## src/rtl/tmr_irq_pkg.sv

```systemverilog
// Shared definitions for the timer interrupt arbiter: FSM states,
// source index constants and default sizing.
package tmr_irq_pkg;

    localparam int TMR_NUM_SRC   = 6;
    localparam int TMR_VEC_WIDTH = 3;

    // Source indices; index 0 is the highest priority
    localparam int SRC_CMIA0 = 0;
    localparam int SRC_CMIB0 = 1;
    localparam int SRC_OVI0  = 2;
    localparam int SRC_CMIA1 = 3;
    localparam int SRC_CMIB1 = 4;
    localparam int SRC_OVI1  = 5;

    typedef enum logic [1:0] {
        IDLE = 2'd0,
        REQ  = 2'd1,
        GAP  = 2'd2
    } tmr_irq_state_e;

endpackage

```

## src/rtl/tmr_irq_arbiter_if.sv

```systemverilog
// CPU interrupt handshake: request and vector from the arbiter,
// acknowledge from the CPU.
interface tmr_irq_arbiter_if
    import tmr_irq_pkg::*;
#(
    parameter int VEC_WIDTH = TMR_VEC_WIDTH
);
    logic                 irq_req;
    logic [VEC_WIDTH-1:0] irq_vec;
    logic                 irq_ack;

    modport master (output irq_req, output irq_vec, input  irq_ack);
    modport slave  (input  irq_req, input  irq_vec, output irq_ack);
endinterface

```

## src/rtl/tmr_irq_prio_enc.sv

```systemverilog
// Lowest-index-first priority encoder: reports whether any mask bit is set
// and the index of the lowest set bit, zero-extended to VEC_WIDTH.
module tmr_irq_prio_enc #(
    parameter int NUM_SRC   = 6,
    parameter int VEC_WIDTH = 3
) (
    input  logic [NUM_SRC-1:0]   mask_i,
    output logic                 valid_o,
    output logic [VEC_WIDTH-1:0] idx_o
);
    logic [VEC_WIDTH-1:0] idx_s;

    // Scan from the top down so the lowest set index is the one that remains
    always_comb begin
        idx_s = {VEC_WIDTH{1'b0}};
        for (int i = NUM_SRC - 1; i >= 0; i--) begin
            idx_s = mask_i[i] ? VEC_WIDTH'(i) : idx_s;
        end
    end

    assign valid_o = |mask_i;
    assign idx_o   = idx_s;
endmodule

```

## src/rtl/tmr_irq_arbiter.sv

```systemverilog
// Timer interrupt arbiter: edge-detects the six timer flags into pending
// bits, grants the highest-priority enabled one to the CPU over a req/ack
// handshake, and forces a one-cycle request gap between grants.
// Optional feature macro: TMR_IRQ_OVERRUN_EN builds sticky overrun flags;
// without it overrun_o is constant zero.
module tmr_irq_arbiter
    import tmr_irq_pkg::*;
#(
    parameter int NUM_SRC   = TMR_NUM_SRC,
    parameter int VEC_WIDTH = TMR_VEC_WIDTH
) (
    input  logic                clk,
    input  logic                rst_n,
    input  logic [NUM_SRC-1:0]  src_evt_i,
    input  logic [NUM_SRC-1:0]  src_en_i,
    input  logic [NUM_SRC-1:0]  pend_clr_i,
    tmr_irq_arbiter_if.master   irq_bus,
    output logic [NUM_SRC-1:0]  pending_o,
    output logic [NUM_SRC-1:0]  overrun_o
);
    tmr_irq_state_e       state_q, state_d;
    logic                 irq_req_q, irq_req_d;
    logic [VEC_WIDTH-1:0] irq_vec_q, irq_vec_d;
    logic [NUM_SRC-1:0]   evt_hist_q;
    logic [NUM_SRC-1:0]   pending_q, pending_d;
    logic [NUM_SRC-1:0]   edge_s, sel_s, clr_s;
    logic                 ack_s, withdraw_s;
    logic                 enc_valid_s;
    logic [VEC_WIDTH-1:0] enc_idx_s;

    tmr_irq_prio_enc #(
        .NUM_SRC   (NUM_SRC),
        .VEC_WIDTH (VEC_WIDTH)
    ) u_prio_enc (
        .mask_i  (pending_q & src_en_i),
        .valid_o (enc_valid_s),
        .idx_o   (enc_idx_s)
    );

    assign edge_s = src_evt_i & ~evt_hist_q;
    assign ack_s  = irq_bus.irq_ack && (state_q == REQ);

    // One-hot of the granted source, and the combined clear (software + ack)
    always_comb begin
        for (int i = 0; i < NUM_SRC; i++) begin
            sel_s[i] = (irq_vec_q == VEC_WIDTH'(i));
        end
        clr_s      = pend_clr_i | (ack_s ? sel_s : {NUM_SRC{1'b0}});
        pending_d  = edge_s | (pending_q & ~clr_s);
        withdraw_s = |(sel_s & pend_clr_i & ~edge_s);
    end

    // Edge history and pending bits; a new edge always wins over a clear
    always_ff @(posedge clk or negedge rst_n) begin
        if (!rst_n) begin
            evt_hist_q <= {NUM_SRC{1'b0}};
            pending_q  <= {NUM_SRC{1'b0}};
        end else begin
            evt_hist_q <= src_evt_i;
            pending_q  <= pending_d;
        end
    end

`ifdef TMR_IRQ_OVERRUN_EN
    logic [NUM_SRC-1:0] overrun_q;

    // Sticky lost-event flags: edge on an already pending, uncleared source
    always_ff @(posedge clk or negedge rst_n) begin
        if (!rst_n) begin
            overrun_q <= {NUM_SRC{1'b0}};
        end else begin
            overrun_q <= (overrun_q & ~pend_clr_i) | (edge_s & pending_q & ~clr_s);
        end
    end

    assign overrun_o = overrun_q;
`else
    assign overrun_o = {NUM_SRC{1'b0}};
`endif

    // Grant FSM: latch the winner in IDLE, hold it through REQ, gap after ack
    always_comb begin
        state_d   = state_q;
        irq_req_d = irq_req_q;
        irq_vec_d = irq_vec_q;
        case (state_q)
            IDLE: begin
                if (enc_valid_s) begin
                    irq_vec_d = enc_idx_s;
                    irq_req_d = 1'b1;
                    state_d   = REQ;
                end else begin
                    irq_req_d = 1'b0;
                end
            end
            REQ: begin
                if (ack_s) begin
                    irq_req_d = 1'b0;
                    state_d   = GAP;
                end else if (withdraw_s) begin
                    irq_req_d = 1'b0;
                    state_d   = IDLE;
                end else begin
                    irq_req_d = 1'b1;
                end
            end
            GAP: begin
                irq_req_d = 1'b0;
                state_d   = IDLE;
            end
            default: begin
                irq_req_d = 1'b0;
                state_d   = IDLE;
            end
        endcase
    end

    // FSM state and registered request/vector outputs
    always_ff @(posedge clk or negedge rst_n) begin
        if (!rst_n) begin
            state_q   <= IDLE;
            irq_req_q <= 1'b0;
            irq_vec_q <= {VEC_WIDTH{1'b0}};
        end else begin
            state_q   <= state_d;
            irq_req_q <= irq_req_d;
            irq_vec_q <= irq_vec_d;
        end
    end

    assign irq_bus.irq_req = irq_req_q;
    assign irq_bus.irq_vec = irq_vec_q;
    assign pending_o       = pending_q;
endmodule

```

## src/flat_wrapper.sv

```systemverilog
// flat-port wrapper written by rule: the top's interface ports become plain ports
module tmr_irq_arbiter_flat import tmr_irq_pkg::*;
#(
    parameter int NUM_SRC   = TMR_NUM_SRC,
    parameter int VEC_WIDTH = TMR_VEC_WIDTH
)
  (clk, rst_n, src_evt_i, src_en_i, pend_clr_i, pending_o, overrun_o, irq_bus_irq_req, irq_bus_irq_vec, irq_bus_irq_ack);
  tmr_irq_arbiter_if #(.VEC_WIDTH(VEC_WIDTH)) irq_bus_i ();
  input  logic clk;
  input  logic rst_n;
  input  logic [NUM_SRC-1:0] src_evt_i;
  input  logic [NUM_SRC-1:0] src_en_i;
  input  logic [NUM_SRC-1:0] pend_clr_i;
  output logic [NUM_SRC-1:0] pending_o;
  output logic [NUM_SRC-1:0] overrun_o;
  output wire logic [$bits(irq_bus_i.irq_req)-1:0] irq_bus_irq_req;
  output wire logic [$bits(irq_bus_i.irq_vec)-1:0] irq_bus_irq_vec;
  input wire logic [$bits(irq_bus_i.irq_ack)-1:0] irq_bus_irq_ack;
  assign irq_bus_irq_req = irq_bus_i.irq_req;
  assign irq_bus_irq_vec = irq_bus_i.irq_vec;
  assign irq_bus_i.irq_ack = irq_bus_irq_ack;
  tmr_irq_arbiter #(.NUM_SRC(NUM_SRC), .VEC_WIDTH(VEC_WIDTH)) u_core (.clk(clk), .rst_n(rst_n), .src_evt_i(src_evt_i), .src_en_i(src_en_i), .pend_clr_i(pend_clr_i), .irq_bus(irq_bus_i), .pending_o(pending_o), .overrun_o(overrun_o));
endmodule
```

## config.mk

```make
export PLATFORM = sky130hd
export DESIGN_NAME = tmr_irq_arbiter_flat
export DESIGN_NICKNAME = d
export VERILOG_FILES = /design/src/rtl/tmr_irq_pkg.sv /design/src/rtl/tmr_irq_arbiter_if.sv /design/src/rtl/tmr_irq_prio_enc.sv /design/src/rtl/tmr_irq_arbiter.sv /design/src/flat_wrapper.sv
export SDC_FILE = /design/constraint.sdc
export NUM_CORES = 1
export LEC_CHECK = 0
export ABC_CLOCK_PERIOD_IN_PS = 1200
export BUFFER_PORTS_ARGS = -buffer_cell sky130_fd_sc_hd__buf_4
export CAP_MARGIN = 10
export CORE_AREA = 2 2 50 52
export DETAILED_ROUTE_END_ITERATION = 10
export DIE_AREA = 0 0 52 54
export GPL_TIMING_DRIVEN = 0
export PLACE_DENSITY = 0.7
export RECOVER_POWER = 25
export SYNTH_ARGS = -nofsm -noshare
export SYNTH_HDL_FRONTEND = slang
export SYNTH_SLANG_ARGS = --single-unit
```

## constraint.sdc

```tcl
create_clock -name clk -period 1.2 [get_ports clk]
set_input_delay 0.24 -clock clk [delete_from_list [all_inputs] [get_ports clk]]
set_output_delay 0.24 -clock clk [all_outputs]
set_load 0.01 [all_outputs]
```

Word-level counts from Yosys, hierarchy flattened
Index checks and enable logic that the tools add are counted.

Equal/unequal tests: 8. Mux-type cells: 15. Reduce and logical (&&, ||, !) cells: 7. Bitwise operators: 10.

Operators by type and width (count): $and 6x6->6 (5); $mux 3 (6); $not 6->6 (3); $or 6x6->6 (2); $reduce_or 6->1 (2); $eq 3x2->1 const B (2); $eq 3x3->1 const B (2); $mux 2 (3); $mux 6 (1); $pmux 2 s2 (1); $reduce_and 2->1 (2); $eq 3x1->1 const B (1); $logic_not 3->1 (1); $mux 1 (3); $ne 3x1->1 const B (1); $eq 2x1->1 const B (1); $logic_not 2->1 (1); $ne 2x1->1 const B (1); $pmux 1 s2 (1); $logic_and 1x1->1 (1).

Word-level logic and storage cells: 45. Input bits: 21. Flip-flop bits (word level): 18. Output and inout port bits: 16.

Longest topological paths before layout
Gate-level depths: netlist of run 1.

Depth after elaboration: 8. Depth in mapped cells: 4. Depth with buffers taken out: 4.

Hierarchy
Synthesis of run 1 repeated with hierarchy kept, for this count alone.

Cells, all modules: 85. Area total of the unflattened synthesis: 887.1 µm².

Modules (own cells, without submodules): tmr_irq_arbiter (instances 1, cells each 75, area each 834.6 µm², sequential area each 450.4 µm²); tmr_irq_prio_enc (instances 1, cells each 10, area each 52.6 µm², sequential area each 0.0 µm²).

Least setup slack after synthesis of run 1
Ideal clock, no wire load.

Path type: register to register. Start: register u_core.pending_q[2] (netlist: u_core.pending_o[2]). End: register u_core.irq_vec_q[0] (netlist: u_core.irq_bus.irq_vec[0]). Buffers on the path: 0. Data arrival time: 1198 ps. Clock period less this slack: 1323 ps. Library setup time: 125 ps. Data required time: 1075 ps. Path slack: -123 ps. Stages on the path, launching flop included: 5. Path through: dfrtp_1 -> a22o_1 -> o21ai_4 -> nand2_2 -> mux2_4.

Cells in the longest elaborated chain, start to end: 4. Elaborated cells between the ends (all ways): 6. Classes of those cells: 3 x mux; 1 x bitwise; 2 x reduce/logical.

Ends and longest elaborated chain: start: declaration (line tmr_irq_arbiter.sv:25) `logic [NUM_SRC-1:0] pending_q, pending_d;`; start signal: assignment (line tmr_irq_arbiter.sv:57) `pending_q <= {NUM_SRC{1'b0}};`; start signal: assignment (line tmr_irq_arbiter.sv:60) `pending_q <= pending_d;`; $and 6x6->6 * (line tmr_irq_arbiter.sv:35) `.mask_i (pending_q & src_en_i),`; $mux 3 (3 in series) (line tmr_irq_prio_enc.sv:17) `idx_s = mask_i[i] ? VEC_WIDTH'(i) : idx_s;`; end signal: assignment (line tmr_irq_arbiter.sv:123) `irq_vec_q <= {VEC_WIDTH{1'b0}};`; end signal: assignment (line tmr_irq_arbiter.sv:127) `irq_vec_q <= irq_vec_d;`; end: declaration (line tmr_irq_arbiter.sv:23) `logic [VEC_WIDTH-1:0] irq_vec_q, irq_vec_d;`.

Mark *: on every way between the ends. The rest lies on a longest branch, timed or not. A chain may end at the register's enable or synchronous reset.

Worst setup path in the final report of run 1
Start: register u_core.pending_q[0] (netlist: u_core.pending_o[0]). End: register u_core.irq_vec_q[0] (netlist: u_core.irq_bus.irq_vec[0]).

Cells in the longest elaborated chain, start to end: 3. Elaborated cells between the ends (all ways): 4. Classes of those cells: 1 x mux; 1 x bitwise; 2 x reduce/logical.

Ends and longest elaborated chain: $and 6x6->6 * (line tmr_irq_arbiter.sv:35); $reduce_or 6->1 (line tmr_irq_prio_enc.sv:21) `assign valid_o = |mask_i;`; $reduce_and 2->1 (no line).

Marks and branches as above.

==> results of run 1 <==
-- layer usage --
layer	up-vias	track usage [%]
li1	394	-
met3	2	2.500
met5	-	0
met4	0	3.947
met1	397	20.39
met2	23	28.48
-- registers in the layout, indices dropped and copies added (netlist names) --
register and cells:
u_core.pending_o 6, u_core.irq_bus.irq_vec 3, u_core.evt_hist_q 6, u_core.irq_bus.irq_req 1, u_core.state_q 2
-- through the flow --
step                TNS [ns]  cells  hold WS (ns)  total power (W)
floorplan            -0.1228     88      -0.05559         0.001317
global placement     -0.2868    148        0.1248         0.001614
detailed placement   -0.3420    148        0.1190         0.001630
CTS                  -0.1519    159       0.06319         0.002022
global route          -1.040    162       0.06955         0.002226
finish               -0.1716    162       0.08329         0.002079
-- worst max-delay path, cell delays in order (launching register included) --
cell     delay [ns]
dfrtp_1        0.41
a22o_1         0.26
o21ai_4        0.17
nand2_2        0.07
mux2_4         0.29
-- power by group --
group	internal, W	switching, W	total [W]
clock network	0.000116	0.000170	0.000286
logic	0.000493	0.000440	0.000933
registers	0.000737	0.000123	0.000860
total	0.00135	0.000732	0.00208
-- layout make-up --
class,count,area share [%]
sequential,18,34.71
multi-input combinational,59,30.11
timing repair buffer,41,25.60
buffer,7,3.835
clock buffer,3,1.726
inverter,4,1.151
tap,30,2.876
-- synthesized netlist by cell type (2+ instances only) --
master    number
o311ai_1       4
nand4_1        2
a22o_1         3
nand2_2        2
nand2b_1      11
nand3_1        3
a32oi_1        2
nor3b_1        2
a21oi_1        2
nor4_1         2
inv_1          3
dfrtp_1       18
buf_4          6
o21ai_0        3
a22oi_1        2
nand2_1        4
-- how the worst max path moves through the flow --
stage	to	slack [ns]	cells after the start
2_1_floorplan	u_core.irq_bus.irq_vec[0]	-0.12	4
3_3_place_gp	u_core.irq_bus.irq_vec[0]	-0.15	4
3_5_place_dp	u_core.irq_bus.irq_vec[0]	-0.15	4
4_1_cts	u_core.irq_bus.irq_vec[0]	-0.08	4
5_1_grt	u_core.irq_bus.irq_vec[0]	-0.16	4
6_report	u_core.irq_bus.irq_vec[0]	-0.1	4
-- what timing repair did --
action / in CTS / in global routing
resized for setup: 4 / 9
pin swaps: 7 / 1
hold endpoints to repair: 18 / 0
buffers inserted: 7 / 3
setup endpoints to repair: 6 / 15
hold buffers: 1 / 0
-- cells by family (layout without fill, tap and decap cells) --
| logic type | Yosys count | after routing | share of synthesized area [%] |
|---|---|---|---|
| AND/OR/NAND/NOR | 33 | 33 | 22.51 |
| AO/OA/AOI/OAI | 19 | 19 | 16.81 |
| flip-flops | 18 | 18 | 51.28 |
| buffers and inverters | 11 | 55 | 7.264 |
| other | 1 | 6 | 0.4269 |
| multiplexers | 1 | 1 | 1.709 |
==> flow_metrics.py, run 1 <==
metrics = {
    "run_status": {
        "status": "finished with violations",
        "violations": "setup timing",
    },
    "cells_and_area": {
        "fin_area_um2": 1305,
        "final_common_cell": "buf_4",
        "area_delta_synth_final_pct": 48.58,
        "fillers": 218,
        "drive_gt1_share_pct": 44.70,
        "final_nets": 155,
        "final_core_util_pct": 56.26,
        "n_antenna_cell": 0,
        "layout.area.seq_um2": 452.9,
        "multiInputGateArea_um2": 392.9,
        "final_cell_mix": "buf_4 (31), dfrtp_1 (16), nand2b_1 (11)",
    },
    "synth": {
        "syn_inst": 83,
        "ys_types": 30,
        "synth_edf_count": 0,
        "synth_warnings": 0,
        "synthArstFlopShare_pct": 100.0,
        "netlist_area_um2": 878.3,
        "seq_area_frac_synth_pct": 51.28,
        "synth_area_leaders": "dfrtp_1 (51%), nand2b_1 (7.8%), buf_4 (5.1%), o311ai_1 (4.0%), a22o_1 (3.0%)",
        "synth-seq-cells": 18,
        "synth_area_per_cell_um2": 10.58,
        "synth_flop_cell": "dfrtp_1",
        "synth_top_area_share_pct": 51.28,
        "synth_top_cell_by_area": "dfrtp_1",
    },
    "floorplanning": {
        "start_util_pct": 37.86,
        "ios": 37,
        "die_h_um": 54,
        "num_rows": 18,
        "die_x_um": 52,
        "die_area_um2": 2808,
        "core_area_um2": 2320,
    },
    "pwr": {
        "power.density_nw_per_um2": 1593,
        "cellLeakagePower_nw": 0.6316,
        "peakVddDrop_v": 0.0007291,
    },
    "routing": {
        "drtIter0Drc": 10,
        "via_per_inst": 5.037,
        "drt_wl_total_um": 2097,
        "wl_met2_um": 1063,
        "m1WireLength_um": 907,
        "drc": 0,
        "dr.pass1.iters": 4,
        "wl_per_cell_um": 12.94,
        "dr.max_layer_used": "met4",
        "ant_nets": 0,
        "wl_met3_um": 117,
        "num_vias": 816,
    },
    "sta": {
        "finalSetupViolations": 4,
        "rsz0062_at_grt": "true",
        "setup_ws_ns": -0.09714,
        "drv_slew": 0,
        "finalCriticalPeriod_ns": 1.297,
        "finalHoldViolCount": 0,
        "max_clock_freq_mhz": 770.9,
        "fin_crit_sh_pct": 108.1,
        "clock-skew-final_ns": 0.002944,
    },
    "setup_path": {
        "cp.arrival_ns": 1.47,
        "path_max_fanout": 2,
        "regToRegStartpoint": "u_core.pending_o[0]",
        "reg2reg_slack_ns": -0.1,
        "critPathCaptureType": "register",
        "critPathLaunchType": "register",
        "reg2reg_depth": 4,
        "crit_required_ns": 1.37,
        "crit_type": "register to register",
        "timing.rr.end": "u_core.irq_bus.irq_vec[0]",
        "crit_start": "u_core.pending_o[0]",
    },
    "placement": {
        "numPortBuffers": 30,
        "dpl.hpwl_um": 1510,
        "pre_cts_slack_ns": -0.1520,
        "dpl_cell_area_um2": 1160,
        "place_congestion": 0.7197,
    },
    "grt": {
        "track_usage_pct": 16.02,
        "grt_pass1_wl_um": 3318,
        "grt_pass1_vias": 755,
        "grt_max_degree": 19,
        "grt_overflow": 0,
        "antenna_found_initial": 0,
    },
    "hold_path": {
        "whs_endpoint": "u_core.evt_hist_q[2]",
        "hp-start": "src_evt_i[2]",
        "holdPathStages": 1,
        "hp-class": "input pin to register",
    },
    "flow_run": {
        "cap_violations": 0,
    },
    "clocking": {
        "cts.sinks": 18,
        "cts.htree.levels": 1,
        "clockBufferDepth": 2,
        "root_buffer": "clkbuf_4",
        "insertion_delay_ns": 0.28,
        "cts_tree": "yes",
        "cts_buffers": 3,
        "clk_pin_slew_ns": 0.10,
    },
}
(Power assumes the default switching activity.)
==> inputs of run 2 (changes only) <==
ABC_AREA = 1   (was unset)
PLACE_DENSITY = 0.72   (was 0.7)
==> run 2 against run 1 <==
  * The run now ends clean
  * Clock power up 2%
  * Via count up 9.1%
  * Synthesized area up 4.3%
  * Wire length down 1.0%
  * Non-clock buffer count down 8
  * Cell count up 18%
  * Combinational power down 5.7%
  * Global-route usage about the same
  * Setup slack better by 0.12 ns
  * Critical path type is now register to output pin
  * Largest power group unchanged
==> flow_metrics.py, run 2 <==
metrics = {
    "clocking": {
        "cts_tree": "yes",
        "clockBufferDepth": 2,
        "cts.htree.levels": 1,
        "cts_buffers": 3,
        "cts.sinks": 18,
        "insertion_delay_ns": 0.29,
        "root_buffer": "clkbuf_4",
        "clk_pin_slew_ns": 0.09,
    },
    "synth": {
        "synth-seq-cells": 18,
        "synth_fa_ha_area_share_pct": 0,
        "muxShareOfSynthArea_pct": 0,
        "synth_top_cell_by_area": "dfrtp_1",
        "netlist_area_um2": 915.9,
        "yosys-top-cells-count": "nand2_1 (44), dfrtp_1 (18), inv_1 (10)",
        "synth_top_family_by_area": "simple AND/OR/NAND/NOR gates",
        "synthXorXnorAreaFrac_pct": 0,
        "synth_compound_area_share_pct": 8.607,
        "syn_inst": 119,
        "synth_edf_count": 0,
        "synth_area_per_cell_um2": 7.696,
        "synth_top_area_share_pct": 49.18,
        "yosysMostFrequentCell": "nand2_1",
        "synth_flop_cell": "dfrtp_1",
        "synthArstFlopShare_pct": 100.0,
        "yosys.area_share.simple_pct": 31.15,
        "ys_types": 20,
        "synth_warnings": 0,
        "synth_area_leaders": "dfrtp_1 (49%), nand2_1 (18%), buf_4 (4.9%), inv_1 (4.1%), nand3_1 (3.3%)",
        "seq_area_frac_synth_pct": 49.18,
    },
    "setup_path": {
        "critPathSlowestCell": "dfrtp_2",
        "crit_chain": "buf_4",
        "critPathCaptureType": "output pin",
        "critPathLaunchType": "register",
        "timing.rr.end": "u_core.irq_bus.irq_req",
        "cp_top_family": "flip-flops",
        "critical_path_buf_inv_count": 1,
        "slowest_delay_ns": 0.48,
        "reg2reg_depth": 8,
        "crit_type": "register to output pin",
        "regToRegStartpoint": "u_core.irq_bus.irq_vec[2]",
        "reg2reg_slack_ns": 0.05,
        "cp.arrival_ns": 0.94,
        "crit_required_ns": 0.96,
        "path_max_fanout": 6,
    },
    "placement": {
        "place_congestion": 0.7928,
        "dp_cells": 184,
        "pre_cts_slack_ns": 0.05016,
        "dpl.hpwl_um": 1587,
        "numPortBuffers": 30,
    },
    "sta": {
        "max_clock_freq_mhz": 848.2,
        "finalSetupViolations": 0,
        "rsz0062_at_grt": "true",
        "finalHoldViolCount": 0,
        "setup_tns_ns": 0,
        "fin_crit_sh_pct": 98.25,
        "clock-skew-final_ns": 0.0005706,
        "drv_slew": 0,
        "setup_ws_ns": 0.02098,
        "finalCriticalPeriod_ns": 1.179,
    },
    "routing": {
        "ant_nets": 0,
        "via_per_inst": 4.660,
        "drtIter0Drc": 8,
        "wl_per_cell_um": 10.87,
        "drt_wl_total_um": 2076,
        "dr.pass1.iters": 4,
        "drc": 0,
        "num_vias": 890,
    },
    "floorplanning": {
        "die_h_um": 54,
        "core_area_um2": 2320,
        "ios": 37,
        "start_util_pct": 39.48,
        "die_area_um2": 2808,
        "die_x_um": 52,
        "num_rows": 18,
    },
    "hold_path": {
        "holdPathStages": 1,
        "hp-class": "input pin to register",
        "whs_endpoint": "u_core.evt_hist_q[5]",
        "hp-start": "src_evt_i[5]",
    },
    "grt": {
        "track_usage_pct": 16.07,
        "antenna_found_initial": 0,
        "grt_max_degree": 19,
        "grt_overflow": 0,
        "grt_pass1_vias": 795,
        "grt_pass1_wl_um": 3263,
    },
    "flow_run": {
        "cap_violations": 0,
    },
    "cells_and_area": {
        "multiInputGateArea_um2": 409.1,
        "final_cell_mix": "nand2_1 (38), buf_4 (33), dfrtp_1 (16)",
        "area_delta_synth_final_pct": 37.98,
        "fillers": 224,
        "layout.area.seq_um2": 452.9,
        "drive_gt1_share_pct": 37.27,
        "final_common_cell": "nand2_1",
        "n_antenna_cell": 0,
        "final_nets": 184,
        "final_cells": 191,
    },
    "pwr": {
        "cellLeakagePower_nw": 0.7038,
        "peakVddDrop_v": 0.001049,
        "power.density_nw_per_um2": 1624,
    },
    "run_status": {
        "status": "completed",
    },
}
-- run 2: changes by cell type in the layout (fill, tap and decap cells not counted), moves of 6 or more --
| cell | previous run | this run |
|---|---|---|
| buf_6 | 8 | 0 |
| inv_1 | 3 | 10 |
| nand2_1 | 4 | 38 |
| nand2_2 | 2 | 8 |
| nand2b_1 | 11 | 0 |
| nor2_1 | 0 | 7 |
-- run 2: layout make-up --
class / instances / share of cell area [%]
clock buffers: 3 / 1.782
plain buffers: 6 / 3.564
well taps: 30 / 2.970
multi-input cells: 86 / 32.38
repair buffers: 34 / 19.31
flip-flops and latches: 18 / 35.84
inverters: 14 / 4.158
-- run 2: through the flow --
stage	util (%)	cell area (µm²)	hold slack, ns	total power (W)
after floorplan	-	934.6	-0.05559	0.001331
after global placement	51.62	1197	0.1208	0.001622
after detailed placement	51.62	1197	0.1230	0.001644
after CTS	53.02	1230	0.05733	0.001939
after global routing	54.48	1264	0.05393	0.002186
final	54.48	1264	0.06540	0.002052
-- run 2: power breakdown --
group          switching, W  total [W]  internal [W]
clock network      0.000176   0.000293      0.000117
registers          0.000144   0.000879      0.000736
logic              0.000482   0.000880      0.000398
-- run 2: per-layer routing --
layer,share of wire [%],global-route usage [%]
met1,39,18.77
met4,1.9,7.895
met3,6.9,2.778
met5,0,0
met2,52,28.48
-- run 2: what timing repair did --
action                                  4_1_cts  5_1_grt
hold buffers                                  1        0
gates resized for setup                       0       10
buffers inserted                              0        3
endpoints found under the setup margin        0        6
endpoints found under the hold margin        18        0
-- run 2: worst max-delay path by stage --
stage | start | to | slack [ns] | cells past startpoint
finish | u_core.irq_bus.irq_vec[1] | irq_bus_irq_vec[1] | 0.02 | 1
global route | u_core.irq_bus.irq_vec[2] | u_core.state_q[0] | -0.04 | 8
CTS | u_core.irq_bus.irq_vec[1] | irq_bus_irq_vec[1] | 0.01 | 1
detailed placement | u_core.irq_bus.irq_vec[1] | u_core.irq_bus.irq_req | 0.05 | 6
global placement | u_core.irq_bus.irq_vec[1] | u_core.irq_bus.irq_req | 0.07 | 6
floorplan | u_core.irq_bus.irq_vec[2] | u_core.irq_bus.irq_req | 0.13 | 8
-- run 2: kinds of logic after synthesis --
family,count (synthesis)
AOI/OAI and AO/OA,13
DFF,18
other,1
and+or+nand+nor,67
buffers and inverters,20
-- run 2: worst reg2reg max path: cells and delay by family (launching register included) --
kind	cells	cell delay (ns)
buffers and inverters	2	0.23
AND/OR/NAND/NOR	6	0.42
flip-flops	1	0.40
==> inputs of run 3 (changes only) <==
REMOVE_ABC_BUFFERS = 1   (was unset)
==> run 3 against run 2 <==
  * Sequential power is 2.6% lower
  * Register-to-register slack better by 0.03 ns
  * Wire length is 7.7% lower
  * Sequential cell count stayed put
  * Combinational power is 9.7% lower
  * Clock power is 26% higher
  * Core utilization is 2.5 points lower
  * Die area stayed put
  * Non-clock buffer count is 8 lower
  * Power is 1.6% lower
  * Clock skew is 0.012 ns higher
  * Critical endpoint is now irq_bus_irq_vec[0]
==> flow_metrics.py, run 3 (synthesis results as in run 2) <==
metrics = {
    "sta": {
        "max_clock_freq_mhz": 878.7,
        "fin_crit_sh_pct": 94.83,
        "clock-skew-final_ns": 0.01283,
        "finalCriticalPeriod_ns": 1.138,
        "drv_slew": 0,
        "finalHoldViolCount": 0,
        "rsz0062_at_grt": "true",
        "finalSetupViolations": 0,
        "setup_ws_ns": 0.06199,
    },
    "cells_and_area": {
        "final_common_cell": "nand2_1",
        "n_antenna_cell": 0,
        "final_cell_mix": "nand2_1 (42), buf_4 (28), dfrtp_1 (16)",
        "final_nets": 176,
        "drive_gt1_share_pct": 31.17,
        "final_core_util_pct": 51.94,
        "area_delta_synth_final_pct": 31.56,
    },
    "setup_path": {
        "cp.depth": 1,
        "critPathLaunchType": "register",
        "slowest_delay_ns": 0.46,
        "crit_start": "u_core.irq_bus.irq_vec[0]",
        "reg2reg_depth": 8,
        "timing.rr.end": "u_core.irq_bus.irq_req",
        "critical_path_buf_inv_count": 1,
        "cp.arrival_ns": 0.90,
        "cp-endpoint": "irq_bus_irq_vec[0]",
        "crit_type": "register to output pin",
        "critPathCaptureType": "output pin",
        "cp_top_family": "flip-flops",
        "regToRegStartpoint": "u_core.irq_bus.irq_vec[2]",
        "crit_chain": "buf_4",
        "reg2reg_slack_ns": 0.08,
        "crit_required_ns": 0.96,
        "critPathSlowestCell": "dfrtp_2",
        "path_max_fanout": 7,
    },
    "clocking": {
        "cts.sinks": 18,
        "cts_buffers": 3,
        "cts.htree.levels": 1,
        "clockBufferDepth": 2,
        "cts_tree": "yes",
        "insertion_delay_ns": 0.29,
        "root_buffer": "clkbuf_4",
        "clk_pin_slew_ns": 0.09,
    },
    "routing": {
        "dr.pass1.iters": 4,
        "num_vias": 828,
        "drtIter0Drc": 13,
        "via_per_inst": 4.500,
        "ant_nets": 0,
        "drt_wl_total_um": 1916,
        "wl_per_cell_um": 10.41,
        "drc": 0,
    },
    "floorplanning": {
        "die_h_um": 54,
        "start_util_pct": 39.48,
        "ios": 37,
        "core_area_um2": 2320,
        "num_rows": 18,
        "die_x_um": 52,
        "die_area_um2": 2808,
    },
    "placement": {
        "numPortBuffers": 30,
        "place_congestion": 0.8163,
        "dpl.hpwl_um": 1508,
        "pre_cts_slack_ns": 0.07279,
    },
    "flow_run": {
        "cap_violations": 0,
    },
    "hold_path": {
        "hp-class": "input pin to register",
        "hp-start": "src_evt_i[0]",
    },
    "grt": {
        "grt_overflow": 0,
        "track_usage_pct": 15.50,
        "grt_pass1_vias": 749,
        "antenna_found_initial": 0,
        "grt_max_degree": 19,
        "grt_pass1_wl_um": 3153,
    },
    "pwr": {
        "power.density_nw_per_um2": 1676,
        "peakVddDrop_v": 0.0007798,
        "cellLeakagePower_nw": 0.6683,
    },
    "run_status": {
        "status": "completed",
    },
}
-- run 3: metal layers --
layer / up-vias / track usage, % / wire length, µm
met5: - / 0 / 0
met4: 0 / 7.895 / 19
met3: 2 / 1.667 / 54
met2: 17 / 26.16 / 981
met1: 380 / 19.66 / 861
li1: 429 / - / -
-- run 3: power by group --
group          internal (W)  switching, W  total [W]
registers          0.000736      0.000121   0.000856
logic              0.000345      0.000450   0.000795
clock network      0.000185      0.000184   0.000368
total               0.00126      0.000754    0.00202
-- run 3: worst min-delay path by stage --
stage	depth (start not counted)	slack [ns]	end
3_5_place_dp	1	0.12	u_core.evt_hist_q[1]
6_report	1	0.07	u_core.evt_hist_q[0]
5_1_grt	1	0.06	u_core.evt_hist_q[0]
4_1_cts	1	0.05	u_core.evt_hist_q[1]
3_3_place_gp	1	0.12	u_core.evt_hist_q[1]
2_1_floorplan	0	-0.06	u_core.evt_hist_q[0]
-- run 3: final cells by class --
cell class	count	area (µm²)
Clock buffer	4	36.28
Fill cell	231	1115
Inverter	14	52.55
Multi-Input combinational cell	86	394.1
Sequential cell	18	452.9
Tap cell	30	37.54
Timing Repair Buffer	32	231.5
-- run 3: metrics by stage --
stage | TNS, ns | cells | power, W | cell area [µm²] | hold WS, ns
6_report | 0 | 184 | 0.002019 | 1205 | 0.07123
5_1_grt | -0.03409 | 184 | 0.002180 | 1205 | 0.05562
2_1_floorplan | 0 | 118 | 0.001316 | 889.6 | -0.05559
3_5_place_dp | 0 | 178 | 0.001621 | 1152 | 0.1247
3_3_place_gp | 0 | 178 | 0.001607 | 1152 | 0.1205
4_1_cts | 0 | 183 | 0.001996 | 1199 | 0.05499
-- run 3: timing repair --
item / 4_1_cts / 5_1_grt
endpoints found under the setup margin: 0 / 6
gates resized for setup: 0 / 5
hold endpoints to repair: 18 / 0
buffers inserted: 0 / 1
hold buffers: 1 / 0
